### src/rtl/jac_decoder.sv
// -----------------------------------------------------------------------------
// jac_decoder
//   Instruction decoder of the Jac1-8 8-bit CPU. Splits a 16-bit instruction
//   into its fields and produces every datapath control signal for that
//   instruction combinationally. A single clocked sticky flag remembers that a
//   reserved opcode has been decoded since the last reset.
//
// Ports
//   clk                      clock, used only by the illegal_op flag
//   reset                    asynchronous, active-high reset
//   instruction[15:0]        current instruction from program memory
//   status[2:0]              status register: [2]=zero [1]=greater [0]=smaller
//   opcode[4:0]              instruction[15:11]
//   param[7:0]               instruction[7:0] (immediate / shift amount)
//   literal_adr[7:0]         instruction[7:0] (jump target or relative offset)
//   rd_sel1/rd_sel2[1:0]     register read port selects
//   rd_en1/rd_en2            register read port enables
//   wr_en, wr_sel[1:0]       register write enable / select
//   sel_reg_in_alu_decoder   write source: 1 = ALU, 0 = decoder param
//   cnt_wr_en                program counter load enable
//   add_offset               1 = relative PC update, 0 = absolute load
//   stat_wr_en               status register write enable
//   stat_reg_in_alu_decoder  status source, always ALU (1)
//   status_out[2:0]          decoder-sourced status, always 000
//   illegal_op               sticky: a reserved opcode was decoded
// -----------------------------------------------------------------------------
module jac_decoder #(
    parameter int DataWidth         = 8,
    parameter int SEL_WIDTH         = 2,
    parameter int PROGRAM_DataWidth = 16,
    parameter int NumOpCodeBits     = 5,
    parameter int ParamBits         = 8,
    parameter int NumStatusBits     = 3,
    parameter int OP1_BIT_POS       = 9,
    parameter int OP2_BIT_POS       = 4
) (
    input  logic                         clk,
    input  logic                         reset,
    input  logic [PROGRAM_DataWidth-1:0] instruction,
    input  logic [NumStatusBits-1:0]     status,
    output logic [NumOpCodeBits-1:0]     opcode,
    output logic [ParamBits-1:0]         param,
    output logic [DataWidth-1:0]         literal_adr,
    output logic [SEL_WIDTH-1:0]         rd_sel1,
    output logic [SEL_WIDTH-1:0]         rd_sel2,
    output logic                         rd_en1,
    output logic                         rd_en2,
    output logic                         wr_en,
    output logic [SEL_WIDTH-1:0]         wr_sel,
    output logic                         sel_reg_in_alu_decoder,
    output logic                         cnt_wr_en,
    output logic                         add_offset,
    output logic                         stat_wr_en,
    output logic                         stat_reg_in_alu_decoder,
    output logic [NumStatusBits-1:0]     status_out,
    output logic                         illegal_op
);

    typedef enum logic [NumOpCodeBits-1:0] {
        OP_NOP  = 'h00,
        OP_ADD  = 'h01,
        OP_SUB  = 'h02,
        OP_AND  = 'h03,
        OP_OR   = 'h04,
        OP_NOT  = 'h05,
        OP_XOR  = 'h06,
        OP_SHL  = 'h07,
        OP_SHR  = 'h08,
        OP_VAL  = 'h09,
        OP_GOTO = 'h10,
        OP_IFZ  = 'h11,
        OP_IFNZ = 'h12,
        OP_IFEQ = 'h13,
        OP_IFST = 'h14,
        OP_IFGT = 'h15
    } opcode_t;

    localparam int StatZero    = 2;
    localparam int StatGreater = 1;
    localparam int StatSmaller = 0;

    opcode_t              w_op;
    logic [SEL_WIDTH-1:0] w_op1;
    logic [SEL_WIDTH-1:0] w_op2;
    logic                 w_reserved;
    logic                 r_illegal;

    // Field taps are unconditional: they stay valid even while reset is held.
    assign opcode      = instruction[PROGRAM_DataWidth-1 -: NumOpCodeBits];
    assign param       = instruction[ParamBits-1:0];
    assign literal_adr = instruction[DataWidth-1:0];
    assign w_op        = opcode_t'(opcode);
    assign w_op1       = instruction[OP1_BIT_POS -: SEL_WIDTH];
    // op2 deliberately overlaps the low byte used as param.
    assign w_op2       = instruction[OP2_BIT_POS -: SEL_WIDTH];

    assign stat_reg_in_alu_decoder = 1'b1;
    assign status_out              = '0;

    always_comb begin
        // NOTE: every output of this block gets a default before the case so
        // that no path leaves it unassigned, which would infer a latch.
        rd_sel1                = '0;
        rd_sel2                = '0;
        rd_en1                 = 1'b0;
        rd_en2                 = 1'b0;
        wr_en                  = 1'b0;
        wr_sel                 = '0;
        sel_reg_in_alu_decoder = 1'b0;
        cnt_wr_en              = 1'b0;
        add_offset             = 1'b0;
        stat_wr_en             = 1'b0;
        w_reserved             = 1'b0;

        case (w_op)
            OP_NOP: ;
            OP_ADD, OP_SUB, OP_AND, OP_OR, OP_XOR: begin
                rd_sel1                = w_op1;
                rd_en1                 = 1'b1;
                rd_sel2                = w_op2;
                rd_en2                 = 1'b1;
                sel_reg_in_alu_decoder = 1'b1;
                wr_en                  = 1'b1;
                wr_sel                 = w_op1;
                stat_wr_en             = 1'b1;
            end
            OP_NOT: begin
                // Unary: the operand comes in on port 2, result goes to op1.
                rd_sel2                = w_op2;
                rd_en2                 = 1'b1;
                sel_reg_in_alu_decoder = 1'b1;
                wr_en                  = 1'b1;
                wr_sel                 = w_op1;
                stat_wr_en             = 1'b1;
            end
            OP_SHL, OP_SHR: begin
                // Shift amount reaches the ALU through param, not port 2.
                rd_sel1                = w_op1;
                rd_en1                 = 1'b1;
                sel_reg_in_alu_decoder = 1'b1;
                wr_en                  = 1'b1;
                wr_sel                 = w_op1;
                stat_wr_en             = 1'b1;
            end
            OP_VAL: begin
                wr_en  = 1'b1;
                wr_sel = w_op1;
            end
            OP_GOTO: cnt_wr_en = 1'b1;
            OP_IFZ, OP_IFEQ: begin
                cnt_wr_en  = status[StatZero];
                add_offset = status[StatZero];
            end
            OP_IFNZ: begin
                cnt_wr_en  = ~status[StatZero];
                add_offset = ~status[StatZero];
            end
            OP_IFST: begin
                cnt_wr_en  = status[StatSmaller];
                add_offset = status[StatSmaller];
            end
            OP_IFGT: begin
                cnt_wr_en  = status[StatGreater];
                add_offset = status[StatGreater];
            end
            default: w_reserved = 1'b1;
        endcase

        // Reset overrides the decode immediately, without waiting for a clock.
        if (reset) begin
            rd_sel1                = '0;
            rd_sel2                = '0;
            rd_en1                 = 1'b0;
            rd_en2                 = 1'b0;
            wr_en                  = 1'b0;
            wr_sel                 = '0;
            sel_reg_in_alu_decoder = 1'b0;
            cnt_wr_en              = 1'b0;
            add_offset             = 1'b0;
            stat_wr_en             = 1'b0;
        end
    end

    always_ff @(posedge clk or posedge reset) begin
        // NOTE: clocked state uses non-blocking assignment so every flop
        // samples pre-edge values regardless of process ordering.
        if (reset) begin
            r_illegal <= 1'b0;
        end else if (w_reserved) begin
            r_illegal <= 1'b1;
        end
    end

    assign illegal_op = r_illegal;

endmodule

### config.mk
export PLATFORM = sky130hd
export DESIGN_NAME = jac_decoder
export DESIGN_NICKNAME = d
export VERILOG_FILES = /design/src/rtl/jac_decoder.sv
export SDC_FILE = /design/constraint.sdc
export NUM_CORES = 1
export LEC_CHECK = 0
export BUFFER_PORTS_ARGS = -buffer_cell sky130_fd_sc_hd__buf_2
export CAP_MARGIN = 15
export CORE_ASPECT_RATIO = 1.5
export CORE_MARGIN = 3
export CORE_UTILIZATION = 25
export CTS_BUF_LIST = sky130_fd_sc_hd__clkbuf_8
export CTS_CLUSTER_DIAMETER = 100
export CTS_CLUSTER_SIZE = 40
export DETAILED_ROUTE_END_ITERATION = 6
export GPL_TIMING_DRIVEN = 0
export PLACE_DENSITY_LB_ADDON = 0.05
export SYNTH_ARGS = -nofsm -noshare
export SYNTH_HDL_FRONTEND = slang
export SYNTH_SLANG_ARGS = --single-unit
### constraint.sdc
create_clock -name clk -period 2.2 [get_ports clk]
set_input_delay 0 -clock clk [delete_from_list [all_inputs] [get_ports clk]]
set_output_delay 0 -clock clk [all_outputs]
set_load 0.02 [all_outputs]
# After elaboration in Yosys (flattened, before gate mapping)

Cells that the tools add are included.

Output and inout bits: 39
Register bits: 1
Logic and storage cells: 42

Reduce and logical (&&, ||, !) cells: 7
Bitwise operators: 1
Muxes and demuxes: 18
Eq/ne operators: 15

Operators with widths:

| kind                                          | number |
|---|---|
| == test 5 bit, second input constant          | 6 |
| == test 5 x 3 -> 1 bit, second input constant | 4 |
| OR reduction 16 bit                           | 1 |
| two-way mux 2 bit                             | 6 |
| == test 5 x 2 -> 1 bit, second input constant | 2 |
| == test 5 x 4 -> 1 bit, second input constant | 2 |
| two-way mux 1 bit                             | 10 |
| OR reduction 9 bit                            | 1 |
| OR reduction 8 bit                            | 1 |
| OR reduction 7 bit                            | 1 |
| OR reduction 6 bit                            | 1 |
| == test 5 x 1 -> 1 bit, second input constant | 1 |
| logical NOT 5 bit                             | 1 |
| case mux 1 bit (5 select lines)               | 1 |
| case mux 1 bit (4 select lines)               | 1 |
| OR reduction 2 bit                            | 1 |
| inverter 1 bit                                | 1 |

# Longest topological paths before layout

Word-level depth: 4
Mapped depth: 5

# Worst setup path before layout

No wires, ideal clock.

Kind: input port to output port
From: input instruction[13]
To: output wr_sel[0]
Required time: 2.200 ns
Data arrival time: 1.212 ns
Setup slack: 0.988 ns
Stages: 4
Path through: buf_2 > o21a_1 > nor3_1 > and2_1

Longest elaborated chain between the ends: 4

RTL lines:

| item                                           | line | source |
|---|---|---|
| start: declaration                             | 39   | `input logic [PROGRAM_DataWidth-1:0] instruction,` |
| == test 5 x 4 -> 1 bit (tied with other cells) | 115  | `case (w_op)` |
| OR reduction 9 bit (no line) *                 | n/a  |  |
| two-way mux 2 bit *                            | 115  |  |
| two-way mux 2 bit *                            | 170  | `if (reset) begin` |
| end: declaration                               | 49   | `output logic [SEL_WIDTH-1:0] wr_sel,` |

Every way passes the cells marked *; elsewhere a longest branch is shown, timed or not.

# Final worst setup path

From: input reset
To: output rd_sel2[1]

Longest elaborated chain between the ends: 1

RTL lines:

| item               | line | source |
|---|---|---|
| start: declaration | 38   | `input logic reset,` |
| two-way mux 2 bit  | 170  |  |
| end: declaration   | 45   | `output logic [SEL_WIDTH-1:0] rd_sel2,` |

No other way between the ends.

==> tab_implementation.tex <==
\begin{tabular}{lr}
\hline
Metric & Value \\
\hline
\multicolumn{2}{l}{\textbf{Logic synthesis}} \\
\quad Sequential area share after synthesis & 0.0490 \\
\quad Cell types with the largest area share after synthesis & buf\_4 38\%, a2111oi\_4 5.4\%, a21oi\_1 4.9\% \\
\quad Number of enable-type register cells in the synthesized netlist & 0 \\
\quad Yosys top cell by area & buf\_4 \\
\quad Most common cell in the synthesized netlist & buf\_4 \\
\quad Post-synth top flop & dfrtp\_1 \\
\quad Cell area after technology mapping & 510 sq um \\
\quad List of most frequent post-synthesis cells & 26 x buf\_4, 5 x a21oi\_1, 4 x and2\_1, 4 x nand2\_1, 4 x nor2\_1 \\
\quad Count of different cell masters after synthesis & 26 \\
\quad Gate count after technology mapping & 70 \\
\quad Avg Cell Area, Syn & 7.29 sq um \\
\quad Proportion of register bits with asynchronous set or reset after synthesis & 1.00 \\
\quad Synth Warn \# & 0 \\
\quad Post-synthesis register bit count & 1 \\
\quad Fraction of synthesized cell area taken by the top area cell type & 0.382 \\
\multicolumn{2}{l}{\textbf{Die}} \\
\quad Core region area & 1880 sq um \\
\quad Y dimension of the die & 61.3 microns \\
\quad Top Ports & 60 \\
\quad Area enclosed by the die boundary & 2630 sq um \\
\quad Number of rows in the core area & 19 \\
\quad Die X & 42.9 microns \\
\quad Initial Utilization & 0.272 \\
\multicolumn{2}{l}{\textbf{Critical path}} \\
\quad Slack of the worst reg-to-reg path & 1.57 ns \\
\quad Worst setup EP type & output port \\
\quad Chain of cells forming the critical path & dlygate4sd3\_1 -> buf\_2 -> or2\_4 -> a2111oi\_4 -> and2\_1 -> buf\_2 \\
\quad Worst path max stage delay & 0.54 ns \\
\quad CP Max Fanout & 4 \\
\quad Endpoint of the worst register-to-register path & illegal\_op\$\_DFFE\_PP0N\_ \\
\quad Cell seen most often among critical-path stages & buf\_2 \\
\quad Count of buffering cells on the critical path with inverters included & 3 \\
\quad Data arrival at the endpoint of the critical path & 1.63 ns \\
\quad Category of the critical setup timing path & in -> out \\
\quad Reg-to-reg startpoint & illegal\_op\$\_DFFE\_PP0N\_ \\
\quad Crit path max-delay cell type & dlygate4sd3\_1 \\
\quad Required time at the worst-slack endpoint & 2.20 ns \\
\quad Nature of the critical path startpoint & primary input \\
\quad Count of cells along the worst register-to-register path & 1 \\
\quad CP delay by family, top & buffers and inverters \\
\multicolumn{2}{l}{\textbf{Final layout}} \\
\quad Final net count & 142 \\
\quad Total area of multi-input combinational cells & 269 sq um \\
\quad Signed area change from the synthesized netlist to the final layout & 53.7\% \\
\quad Area taken by flip-flops and latches & 25.0 sq um \\
\quad Number of filler instances in the final layout & 213 \\
\quad Number of flip-flops in the largest register & 1 \\
\quad Fraction of final layout cells sized beyond drive strength 1 & 0.664 \\
\quad Antenna diode count & 0 \\
\multicolumn{2}{l}{\textbf{Placement}} \\
\quad Count of input and output buffers & 46 \\
\quad RD Place Congestion & 0.737 \\
\quad Post-DP HPWL & 1120 microns \\
\quad Post-Place Setup Slack & 1.10 ns \\
\multicolumn{2}{l}{\textbf{Timing}} \\
\quad Final hold vios & 0 \\
\quad Number of slew-limit violations in the final report & 0 \\
\quad Final TNS setup & 0 ns \\
\quad Final critical path time including I/O delays and setup & 1.63 ns \\
\quad Slack of the critical path & 0.568 ns \\
\quad Total of endpoints with negative setup slack in the final report & 0 \\
\quad Highest Clock Rate & 0.613 GHz \\
\quad Setup repair after global routing missed its margin & false \\
\quad Clock skew after layout & 0 ns \\
\quad Final Cycle Share & 0.742 \\
\multicolumn{2}{l}{\textbf{Route}} \\
\quad Wire length after detailed routing & 1280 microns \\
\quad Detailed-route DRC error count & 0 \\
\quad Iteration-0 DRC count of the detailed router & 2 \\
\quad Post-DR wirelength/cell & 9.14 microns \\
\quad Via/cell ratio & 3.96 \\
\quad Post-route ant nets & 0 \\
\quad Routed via count & 554 \\
\quad Drt first pass iters & 3 \\
\multicolumn{2}{l}{\textbf{CTS}} \\
\quad Count of cells resized by post-cts repair & 0 \\
\quad Clock Latency Late Sink & 0 ns \\
\quad Buffers inserted by post-CTS timing repair & 0 \\
\quad Post-CTS Hold Buffers & 1 \\
\multicolumn{2}{l}{\textbf{Power}} \\
\quad PD cells & 231 nW/um\^{}2 \\
\quad Maximum resistive drop on vdd & 0.103 mV \\
\quad Reported leakage power & 0.476 nW \\
\multicolumn{2}{l}{\textbf{Worst hold path}} \\
\quad Worst Hold End & param[5] \\
\quad Worst min-delay path startpoint & instruction[5] \\
\quad Worst min path class & in -> out \\
\quad Number of cells on the worst hold path & 2 \\
\multicolumn{2}{l}{\textbf{GRT}} \\
\quad Overflow left after global routing & 0 \\
\quad Vias in the first global route & 463 \\
\quad Initial antenna violation count & 0 \\
\quad Overall routing resource usage & 0.0857 \\
\quad Global-route wire length before repair & 1880 microns \\
\quad Pin count of the biggest net entering global routing & 11 \\
\multicolumn{2}{l}{\textbf{Run status}} \\
\quad Result of the run & complete, no violations \\
\multicolumn{2}{l}{\textbf{Flow run}} \\
\quad Max-cap violations & 0 \\
\hline
\end{tabular}
## power breakdown
group	internal (mW)	switching, mW
sequential	0.0187	0.0000000000000234
combinational	0.0747	0.0875
clock	0	0
## how the worst max path moves through the flow
stage,start,end,slack (ns),cells after the start
floorplan,instruction[13],wr_sel[0],0.99,4
finish,reset,rd_sel2[1],0.57,6
global placement,reset,rd_sel2[1],1.11,5
global route,reset,rd_sel2[0],0.49,6
CTS,reset,rd_sel2[1],0.55,6
detailed placement,reset,rd_sel2[1],1.10,5
## cell usage in the layout, fill, tap and decap left out, drive strengths merged
cell type    count
conb             4
dfrtp            1
dlygate4sd3      1
a22oi            1
o21a             2
nor4b            1
o211a            1
a2111oi          1
nor4             1
a21oi            5
and2             5
nor3             2
buf             75
mux2i            1
xor2             1
o311a            1
nand2            4
and2b            1
inv              2
o21bai           2
or2              1
nor3b            2
nor2             4
## metal layers
| metal | GRT usage | share of wire | vias up |
|---|---|---|---|
| met5 | 0 | 0 | - |
| met4 | 0 | 0 | 0 |
| met3 | 0.00585 | 0.11 | 0 |
| li1 | - | - | 303 |
| met2 | 0.178 | 0.53 | 31 |
| met1 | 0.0995 | 0.36 | 220 |
## through the flow
stage	area [sq um]	power (mW)	util	hold WS [ns]	std cells
CTS	785	0.183	0.418	0.218	140
global placement	774	0.180	0.412	-0.129	139
finish	785	0.181	0.418	0.217	140
floorplan	518	0.135	-	-0.271	72
global route	785	0.195	0.418	0.219	140
detailed placement	774	0.181	0.412	-0.126	139
## kinds of logic (layout without fill, tap and decap cells)
logic type / count (synthesis) / count (layout) / share of synthesized area
other cells: 2 / 4 / 0.0147
buf+inv: 31 / 78 / 0.439
compound gates: 13 / 13 / 0.216
flops: 1 / 1 / 0.0490
mux: 1 / 1 / 0.0196
simple gates: 21 / 21 / 0.245
xor+xnor: 1 / 1 / 0.0172
## final cells by class
type / count / share of cell area
plain buffers: 29 / 0.276
flip-flops and latches: 1 / 0.0319
inverters: 2 / 0.00957
well taps: 21 / 0.0335
repair buffers: 47 / 0.306
multi-input cells: 40 / 0.343
No activity file was read; power rests on OpenSTA's default activity.
